`config.mk`:
```
export PLATFORM = sky130hd
export DESIGN_NAME = lsu_data_memory
export DESIGN_NICKNAME = d
export VERILOG_FILES = /design/src/rtl/lsu_data_memory.sv
export SDC_FILE = /design/constraint.sdc
export NUM_CORES = 2
export LEC_CHECK = 0
export CAP_MARGIN = 0
export CORE_AREA = 2 2 416 521
export DETAILED_ROUTE_END_ITERATION = 12
export DIE_AREA = 0 0 418 523
export GPL_ROUTABILITY_DRIVEN = 0
export HOLD_SLACK_MARGIN = 0.05
export PLACE_DENSITY = 0.48
export SLEW_MARGIN = 20
export SYNTH_ARGS = -nofsm -noshare
export SYNTH_HDL_FRONTEND = slang
export SYNTH_SLANG_ARGS = --single-unit
```
`constraint.sdc`:
```
create_clock -name clk -period 3 [get_ports clk]
set_input_delay 0.6 -clock clk [delete_from_list [all_inputs] [get_ports clk]]
set_output_delay 0.6 -clock clk [all_outputs]
set_load 0.01 [all_outputs]
```
`src/rtl/lsu_data_memory.sv`:
```
// Byte-addressed MEM-stage data memory with a byte, half or word access size.
// Requests and responses use valid/ready handshakes, with a configurable access latency and an error counter.
module lsu_data_memory #(
  parameter int ADDR_W      = 32,
  parameter int DEPTH_BYTES = 128,
  parameter int LATENCY     = 1,
  parameter int ERRCNT_W    = 16
) (
  input  logic                clk,
  input  logic                reset,
  input  logic                req_valid,
  output logic                req_ready,
  input  logic                req_write,
  input  logic [1:0]          req_size,
  input  logic                req_unsigned,
  input  logic [ADDR_W-1:0]   req_addr,
  input  logic [31:0]         req_wdata,
  output logic                rsp_valid,
  input  logic                rsp_ready,
  output logic [31:0]         rsp_rdata,
  output logic                rsp_err,
  output logic                busy,
  output logic [ERRCNT_W-1:0] err_count
);

  localparam int AW = $clog2(DEPTH_BYTES);
  localparam logic [1:0] LAT_M1 = 2'(LATENCY - 1);

  typedef enum logic [1:0] {S_IDLE = 2'd0, S_WAIT = 2'd1, S_RESP = 2'd2} state_t;

  state_t                r_state;
  state_t                w_next;
  logic [1:0]            r_cnt;
  logic                  r_write;
  logic [1:0]            r_size;
  logic                  r_unsigned;
  logic [ADDR_W-1:0]     r_addr;
  logic [31:0]           r_wdata;
  logic [7:0]            r_mem [DEPTH_BYTES];
  logic [31:0]           r_rdata;
  logic                  r_err;
  logic [ERRCNT_W-1:0]   r_errcnt;

  logic                  w_accept;
  logic                  w_access;
  logic                  w_done;
  logic                  w_oob;
  logic                  w_misalign;
  logic                  w_err;
  logic                  w_wr_en;
  logic [AW-1:0]         w_idx0;
  logic [AW-1:0]         w_idx1;
  logic [AW-1:0]         w_idx2;
  logic [AW-1:0]         w_idx3;
  logic [7:0]            w_b0;
  logic [7:0]            w_b1;
  logic [7:0]            w_b2;
  logic [7:0]            w_b3;
  logic [31:0]           w_load;
  logic                  w_req_ready;
  logic                  w_rsp_valid;
  logic                  w_busy;

  assign w_accept = (r_state == S_IDLE) && req_valid;
  assign w_access = (r_state == S_WAIT) && (r_cnt == 2'd0);
  assign w_done   = (r_state == S_RESP) && rsp_ready;
  assign w_oob    = |(r_addr >> AW);
  assign w_err    = w_misalign | w_oob;
  assign w_wr_en  = w_access && r_write && !w_err;

  // Only aligned accesses reach the array, so neighbour bytes never wrap
  assign w_idx0 = r_addr[AW-1:0];
  assign w_idx1 = {w_idx0[AW-1:1], 1'b1};
  assign w_idx2 = {w_idx0[AW-1:2], 2'b10};
  assign w_idx3 = {w_idx0[AW-1:2], 2'b11};
  assign w_b0   = r_mem[w_idx0];
  assign w_b1   = r_mem[w_idx1];
  assign w_b2   = r_mem[w_idx2];
  assign w_b3   = r_mem[w_idx3];

  always_comb begin
    w_misalign = 1'b0;
    case (r_size)
      2'b00:   w_misalign = 1'b0;
      2'b01:   w_misalign = r_addr[0];
      2'b10:   w_misalign = |r_addr[1:0];
      default: w_misalign = 1'b1;
    endcase
  end

  always_comb begin
    w_load = 32'd0;
    case (r_size)
      2'b00:   w_load = {{24{~r_unsigned & w_b0[7]}}, w_b0};
      2'b01:   w_load = {{16{~r_unsigned & w_b1[7]}}, w_b1, w_b0};
      default: w_load = {w_b3, w_b2, w_b1, w_b0};
    endcase
  end

  always_ff @(posedge clk or negedge reset) begin
    if (!reset) r_state <= S_IDLE;
    else        r_state <= w_next;
  end

  always_comb begin
    w_next = r_state;
    case (r_state)
      S_IDLE:  if (w_accept) w_next = S_WAIT; else w_next = S_IDLE;
      S_WAIT:  if (w_access) w_next = S_RESP; else w_next = S_WAIT;
      S_RESP:  if (rsp_ready) w_next = S_IDLE; else w_next = S_RESP;
      default: w_next = S_IDLE;
    endcase
  end

  always_comb begin
    w_req_ready = 1'b0;
    w_rsp_valid = 1'b0;
    w_busy      = 1'b1;
    case (r_state)
      S_IDLE:  begin w_req_ready = reset; w_busy = 1'b0; end
      S_WAIT:  w_busy = 1'b1;
      S_RESP:  w_rsp_valid = 1'b1;
      default: w_busy = 1'b1;
    endcase
  end

  assign req_ready = w_req_ready;
  assign rsp_valid = w_rsp_valid;
  assign busy      = w_busy;
  assign rsp_rdata = r_rdata;
  assign rsp_err   = r_err;
  assign err_count = r_errcnt;

  always_ff @(posedge clk or negedge reset) begin
    if (!reset) begin
      r_cnt      <= 2'd0;
      r_write    <= 1'b0;
      r_size     <= 2'b00;
      r_unsigned <= 1'b0;
      r_addr     <= {ADDR_W{1'b0}};
      r_wdata    <= 32'd0;
    end else if (w_accept) begin
      r_cnt      <= LAT_M1;
      r_write    <= req_write;
      r_size     <= req_size;
      r_unsigned <= req_unsigned;
      r_addr     <= req_addr;
      r_wdata    <= req_wdata;
    end else if ((r_state == S_WAIT) && (r_cnt != 2'd0)) begin
      r_cnt <= r_cnt - 2'd1;
    end
  end

  always_ff @(posedge clk or negedge reset) begin
    if (!reset) begin
      r_rdata  <= 32'd0;
      r_err    <= 1'b0;
      r_errcnt <= {ERRCNT_W{1'b0}};
    end else if (w_access) begin
      r_rdata <= (w_err || r_write) ? 32'd0 : w_load;
      r_err   <= w_err;
      if (w_err && (r_errcnt != {ERRCNT_W{1'b1}}))
        r_errcnt <= r_errcnt + {{(ERRCNT_W-1){1'b0}}, 1'b1};
    end else if (w_done) begin
      r_rdata <= 32'd0;
      r_err   <= 1'b0;
    end
  end

  // Array is intentionally left unreset; writes only land on an error-free access edge
  always_ff @(posedge clk) begin
    if (w_wr_en) begin
      case (r_size)
        2'b00: r_mem[w_idx0] <= r_wdata[7:0];
        2'b01: begin
          r_mem[w_idx0] <= r_wdata[7:0];
          r_mem[w_idx1] <= r_wdata[15:8];
        end
        2'b10: begin
          r_mem[w_idx0] <= r_wdata[7:0];
          r_mem[w_idx1] <= r_wdata[15:8];
          r_mem[w_idx2] <= r_wdata[23:16];
          r_mem[w_idx3] <= r_wdata[31:24];
        end
        default: ;
      endcase
    end
  end

endmodule

```
# Word level (Yosys, flattened, before mapping)
# Memories as Yosys holds them, arrays and structs flattened.
# Index checks and enable logic that the tools add are counted.
[classes]
n_addsub = 2
eq_ne = 5
mux = 28
bitwise_logic = 7
n_reduce_logical = 18
[ops]
columns = ["cell", "count"]
rows = [
  ["32-bit two-way mux", 3],
  ["32-bit one-hot mux with 2 select lines", 1],
  ["25-bit OR reduction", 1],
  ["8-bit two-way mux", 3],
  ["16-bit by 1-bit adder with 16-bit output (second input constant)", 1],
  ["16-bit != test (second input constant)", 1],
  ["1-bit two-way mux", 15],
  ["2-bit two-way mux", 4],
  ["1-bit logical AND", 7],
  ["2-bit logical NOT", 3],
  ["2-bit one-hot mux with 3 select lines", 1],
  ["2-bit nonzero test", 3],
  ["2-bit by 1-bit == test with 1-bit output (second input constant)", 2],
  ["2-bit == test (second input constant)", 2],
  ["1-bit OR", 4],
  ["1-bit one-hot mux with 3 select lines", 1],
  ["1-bit bitwise AND", 2],
  ["2-bit AND reduction", 1],
  ["2-bit OR reduction", 1],
  ["2-bit by 1-bit subtractor with 2-bit output (second input constant)", 1],
  ["1-bit logical NOT", 1],
  ["1-bit logical OR", 1],
  ["1-bit NOT", 1],
]
[word_totals]
regBits = 121
ramBits = 1024
inputBits = 72
output_inout_bits = 52
mem_count = 1
[mem_list]
columns = ["memory", "depth", "width", "read_ports", "rd_clocked_by_memory_dff", "wr", "line", "source"]
rows = [
  ["r_mem", 128, 8, 4, 0, 4, "39", "logic [7:0] r_mem [DEPTH_BYTES];"],
]

# Depth between registers and ports, before layout
[depth]
ltp_word = 9
mapped_depth = 14
mapped_depth_nobuf = 8

# Worst setup path before layout
# Ideal clock, no wire load.
[synth_path]
path_type = "flip-flop to flip-flop"
startpoint = "register r_addr[0]"
endpoint = "register r_rdata[0] (netlist: rsp_rdata[0])"
arrival_ns = 2.983
t_required_ns = 2.879
slack_ns = -0.105
stages_incl_launch_ff = 10
period_less_slack_ns = 3.105
path_cell_list = "dfrtp_1 > buf_2 > buf_6 > buf_6 > buf_1 > mux4_2 > mux4_2 > mux4_2 > a22oi_1 > nand2_1"
[synth_between]
elab_chain_cells = 6
[synth_lines]
columns = ["element", "line", "source"]
rows = [
  ["start: declaration", "37", "logic [ADDR_W-1:0] r_addr;"],
  ["start signal: assignment", "140", "r_addr <= {ADDR_W{1'b0}};"],
  ["start signal: assignment", "147", "r_addr <= req_addr;"],
  ["parallel branches: the longest is 4 deep, another holds memory 128 x 8 bit", "-", ""],
  ["32-bit two-way mux (*)", "160", "r_rdata <= (w_err || r_write) ? 32'd0 : w_load;"],
  ["32-bit two-way mux (*)", "159", "end else if (w_access) begin"],
  ["end signal: assignment", "160", ""],
  ["end: declaration", "40", "logic [31:0] r_rdata;"],
]
# Mark *: on every way between the ends.
# A chain may end at the register's enable or synchronous reset.

# Final worst setup path
[layout_path]
startpoint = "register r_addr[0]"
endpoint = "register r_rdata[1] (netlist: rsp_rdata[1])"
# Same word-level chain as after synthesis.

==> results.md <==
- Outcome: finished with violations
- Failing checks: negative setup slack
- Via/cell ratio: a little over 6
- Critical path endpoint category: register
- Crit. path cell count: 10
- Crit path launch type: register
- Die Wd: 418 µm
- Max-slew headroom: 0.183
- Synth area leader: edfxtp_1
- R2R setup slack: -0.35 ns
- Site Rows: 190
- R2R cell count: 10
- #FFs+latches synth: around 1100
- Vias: about 45000
- Worst hold path class: in -> reg
- Mux share of post-synthesis cell area: 0.350
- Max Transition Viols Final: 0
- Final setup TNS: -351.08 ns
- Detailed Routing Iterations Pass 1: 5
- Layout cells sized above 1: 0.547
- Leakage: ~28 nW
- CTS clk-pin slew, worst paths: 0.06 ns
- Global-route wire length before repair: 402000 µm
- Gr ovfl total: 0
- Max-cap viol count: 0
- Synth warn: 0
- Syn_area_per_cell: between 15 and 20 µm²
- Die span in y: around 520 µm
- Worst-Margin Slew: roughly 1.2 ns
- Compound-gate portion of the synthesized area: 0.0420
- TritonCTS clock tree: yes
- Pwr/cell area: between 900 and 1000 nW/µm²
- Crit path buffers/inverters: 5
- Clock tree buffer depth: 3
- Synth Flop Type: edfxtp_1
- Peak Freq: between 200 and 300 MHz
- Final WL: 300000 µm
- Clock skew: just under 0.03 ns
- Clock Sinks: 1145
- Post-synthesis simple-gate area fraction: 0.0440
- Worst Path Required: between 3 and 4 ns
- Largest family of logic cells by synthesized area: multiplexers
- Worst skew pair latency: ~0.83 ns
- Starting density of the core: 0.298
- Dpl hpwl: 211000 µm
- Final WS setup: -0.348 ns
- Root Driver: clkbuf_16
- Slowest cell delay on critical path: roughly 0.64 ns
- Number of cells on the worst hold path: 2
- Depth of the CTS H-tree: 4
- DRT antenna net count: 0
- WS Path Type: reg -> reg
- Worst path cell trace: buf_16, buf_12, buf_12, buf_16, buf_4, mux4_2, mux4_2, mux4_2, a22oi_2, nand2_1
- Critical Path Most Common Cell: mux4_2
- WL/cell: between 40 and 50 µm
- Die area: between 200000 and 250000 µm²
- Post-Synth XOR/XNOR Area: 0.00206
- Syn Inst Count: between 3000 and 4000
- All-Layer GR Usage: 0.270
- Synthesis-to-finish area growth: 31.9%
- Worst VDD drop: between 700 and 800 µV
- Inserted Clock Buffers: 135
- Post-Synth Adder-Cell Area: 0.000393
- Post-synth EDFFs: roughly 1000
- Post-route cell area: approximately 84000 µm²
- CP max FO: 8
- Core box area: approximately 210000 µm²
- Setup Viol. Count Final: around 1800
- Synth area leaders: edfxtp_1 48%, mux4_2 22%, mux2_2 11%, dfrtp_1 4.8%, mux2i_1 2.4%
- Pin count of the biggest net entering global routing: 60
- # DRC: 0
- Drt initial violations: 6362
- Syn_nets: 4023
- Final #Nets: 4620
- Top cell type's share of synthesized area: 0.483
- CP delay by family, top: multiplexers
- Slowest cell on crit path: mux4_2
- Register area share after synthesis: 0.531
- Top-count cell post-synth: edfxtp_1
- Cell Area, Placed: about 73000 µm²
- Initial antenna violation count: 22
- Cell Area, Synth: 63700 µm²
- Crit path DAT: ~4.1 ns
- # IOs: 124
- Filler cells: just under 20000
- Top post-synthesis cells by count: 1024 x edfxtp_1, 624 x mux4_2, 597 x mux2_2, 307 x nor2_1, 282 x clkbuf_1
- Final hold vios: 0
- Ys async rst share: 0.106
- Vias in the first global route: 44200
- Tmin final: about 3.3 ns
- I/O Buffers: ~120
- RSZ-0062 raised after global routing: yes
- Library cells used by synthesis: 66
- Period utilization: 1.12
==> power by group <==
part           internal, mW  switching (mW)  total (mW)
combinational          19.5            22.6        42.1
clock                  10.3            7.42        17.7
sequential             20.0            3.27        23.3
==> layout make-up <==
cell class / count / area (µm²) / share of cell area
clock inverters: 69 / 941 / 0.0112
well taps: 2784 / 3480 / 0.0415
inverters: 13 / 56.3 / 0.000671
diodes: 7 / 17.5 / 0.000209
repair buffers: 891 / 11400 / 0.136
multi-input cells: 2360 / 30600 / 0.364
flip-flops and latches: 1145 / 33900 / 0.403
clock buffers: 178 / 3670 / 0.0437
==> placed cells by master (no fill, tap or decap), types with 8 or more instances in the layout <==
cell type	synthesis	layout
clkbuf_1	282	32
mux2_2	597	398
dfrtp_1	121	91
clkinv_1	0	16
clkbuf_8	0	9
edfxtp_1	1024	1024
mux2i_1	152	149
buf_6	18	87
nor3_1	13	12
dfrtp_2	0	15
nor2_4	11	140
mux2_4	0	199
nand2b_4	0	11
nand2_1	99	93
nand3_1	19	19
o21ai_2	0	13
buf_12	0	216
buf_16	0	37
nand2b_1	23	12
clkbuf_16	0	143
o21ai_0	17	11
xor2_1	10	10
clkdlybuf4s50_1	0	122
nor2_2	54	32
buf_8	1	41
clkinv_2	0	16
buf_4	18	372
bufbuf_16	0	8
a2bb2oi_1	128	62
a21oi_1	147	138
nor2_1	307	200
bufinv_16	0	18
a2bb2oi_2	0	66
a22oi_1	20	13
o22ai_1	32	24
inv_1	10	9
nor2_8	9	9
mux4_2	624	624
dfrtp_4	0	15
o22ai_4	0	8
==> sequential cells by signal, indices dropped and copies added, names as in the netlist <==
| signal | cells |
|---|---|
| r_mem | 1024 |
| r_addr | 32 |
| r_wdata | 32 |
| rsp_rdata | 32 |
| err_count | 16 |
| r_cnt | 2 |
| r_size | 2 |
| r_state | 2 |
| r_unsigned | 1 |
| r_write | 1 |
| rsp_err | 1 |
==> kinds of logic (layout without fill, tap and decap cells) <==
| group | after synthesis | after routing |
|---|---|---|
| xor gates and xnor gates | 15 | 15 |
| and+or+nand+nor | 576 | 577 |
| muxes | 1373 | 1373 |
| buffers and inverters | 445 | 1151 |
| adders and majority gates | 2 | 2 |
| other | 0 | 7 |
| AOI/OAI and AO/OA | 393 | 393 |
| DFF | 1145 | 1145 |
==> timing repair <==
action	CTS	global route
endpoints found under the hold margin	31	0
gates resized for setup	692	175
endpoints found under the setup margin	1825	1820
setup buffers	86	23
pin swaps	123	36
hold buffers	1	0
cloned	36	6
==> path summary, 6_finish.rpt <==
check / end / start
max: rsp_rdata[1]$_DFFE_PN0P_ / r_addr[0]$_DFFE_PN0P_
min: r_wdata[28]$_DFFE_PN0P_ / req_wdata[28]
max reg2reg: rsp_rdata[1]$_DFFE_PN0P_ / r_addr[0]$_DFFE_PN0P_
min reg2reg: rsp_err$_DFFE_PN0P_ / rsp_err$_DFFE_PN0P_
max in group asynchronous: r_addr[0]$_DFFE_PN0P_ / reset
min in group asynchronous: r_wdata[14]$_DFFE_PN0P_ / reset
==> per-stage QoR <==
stage	std cells	util	setup slack (ns)	total power [mW]	hold WS, ns
floorplan	3949	-	-0.0808	43.3	0.304
global placement	7046	0.343	-0.744	60.7	0.470
detailed placement	7046	0.343	-0.662	61.0	0.471
CTS	7413	0.388	-0.272	81.9	0.337
global route	7442	0.393	-0.370	84.8	0.383
finish	7447	0.393	-0.348	83.1	0.387
==> routing by layer <==
layer,GRT usage,routed length (µm)
met1,0.345,114000
met2,0.430,139000
met3,0.0512,25500
met4,0.156,21800
met5,0,54
(Power assumes the default switching activity.)
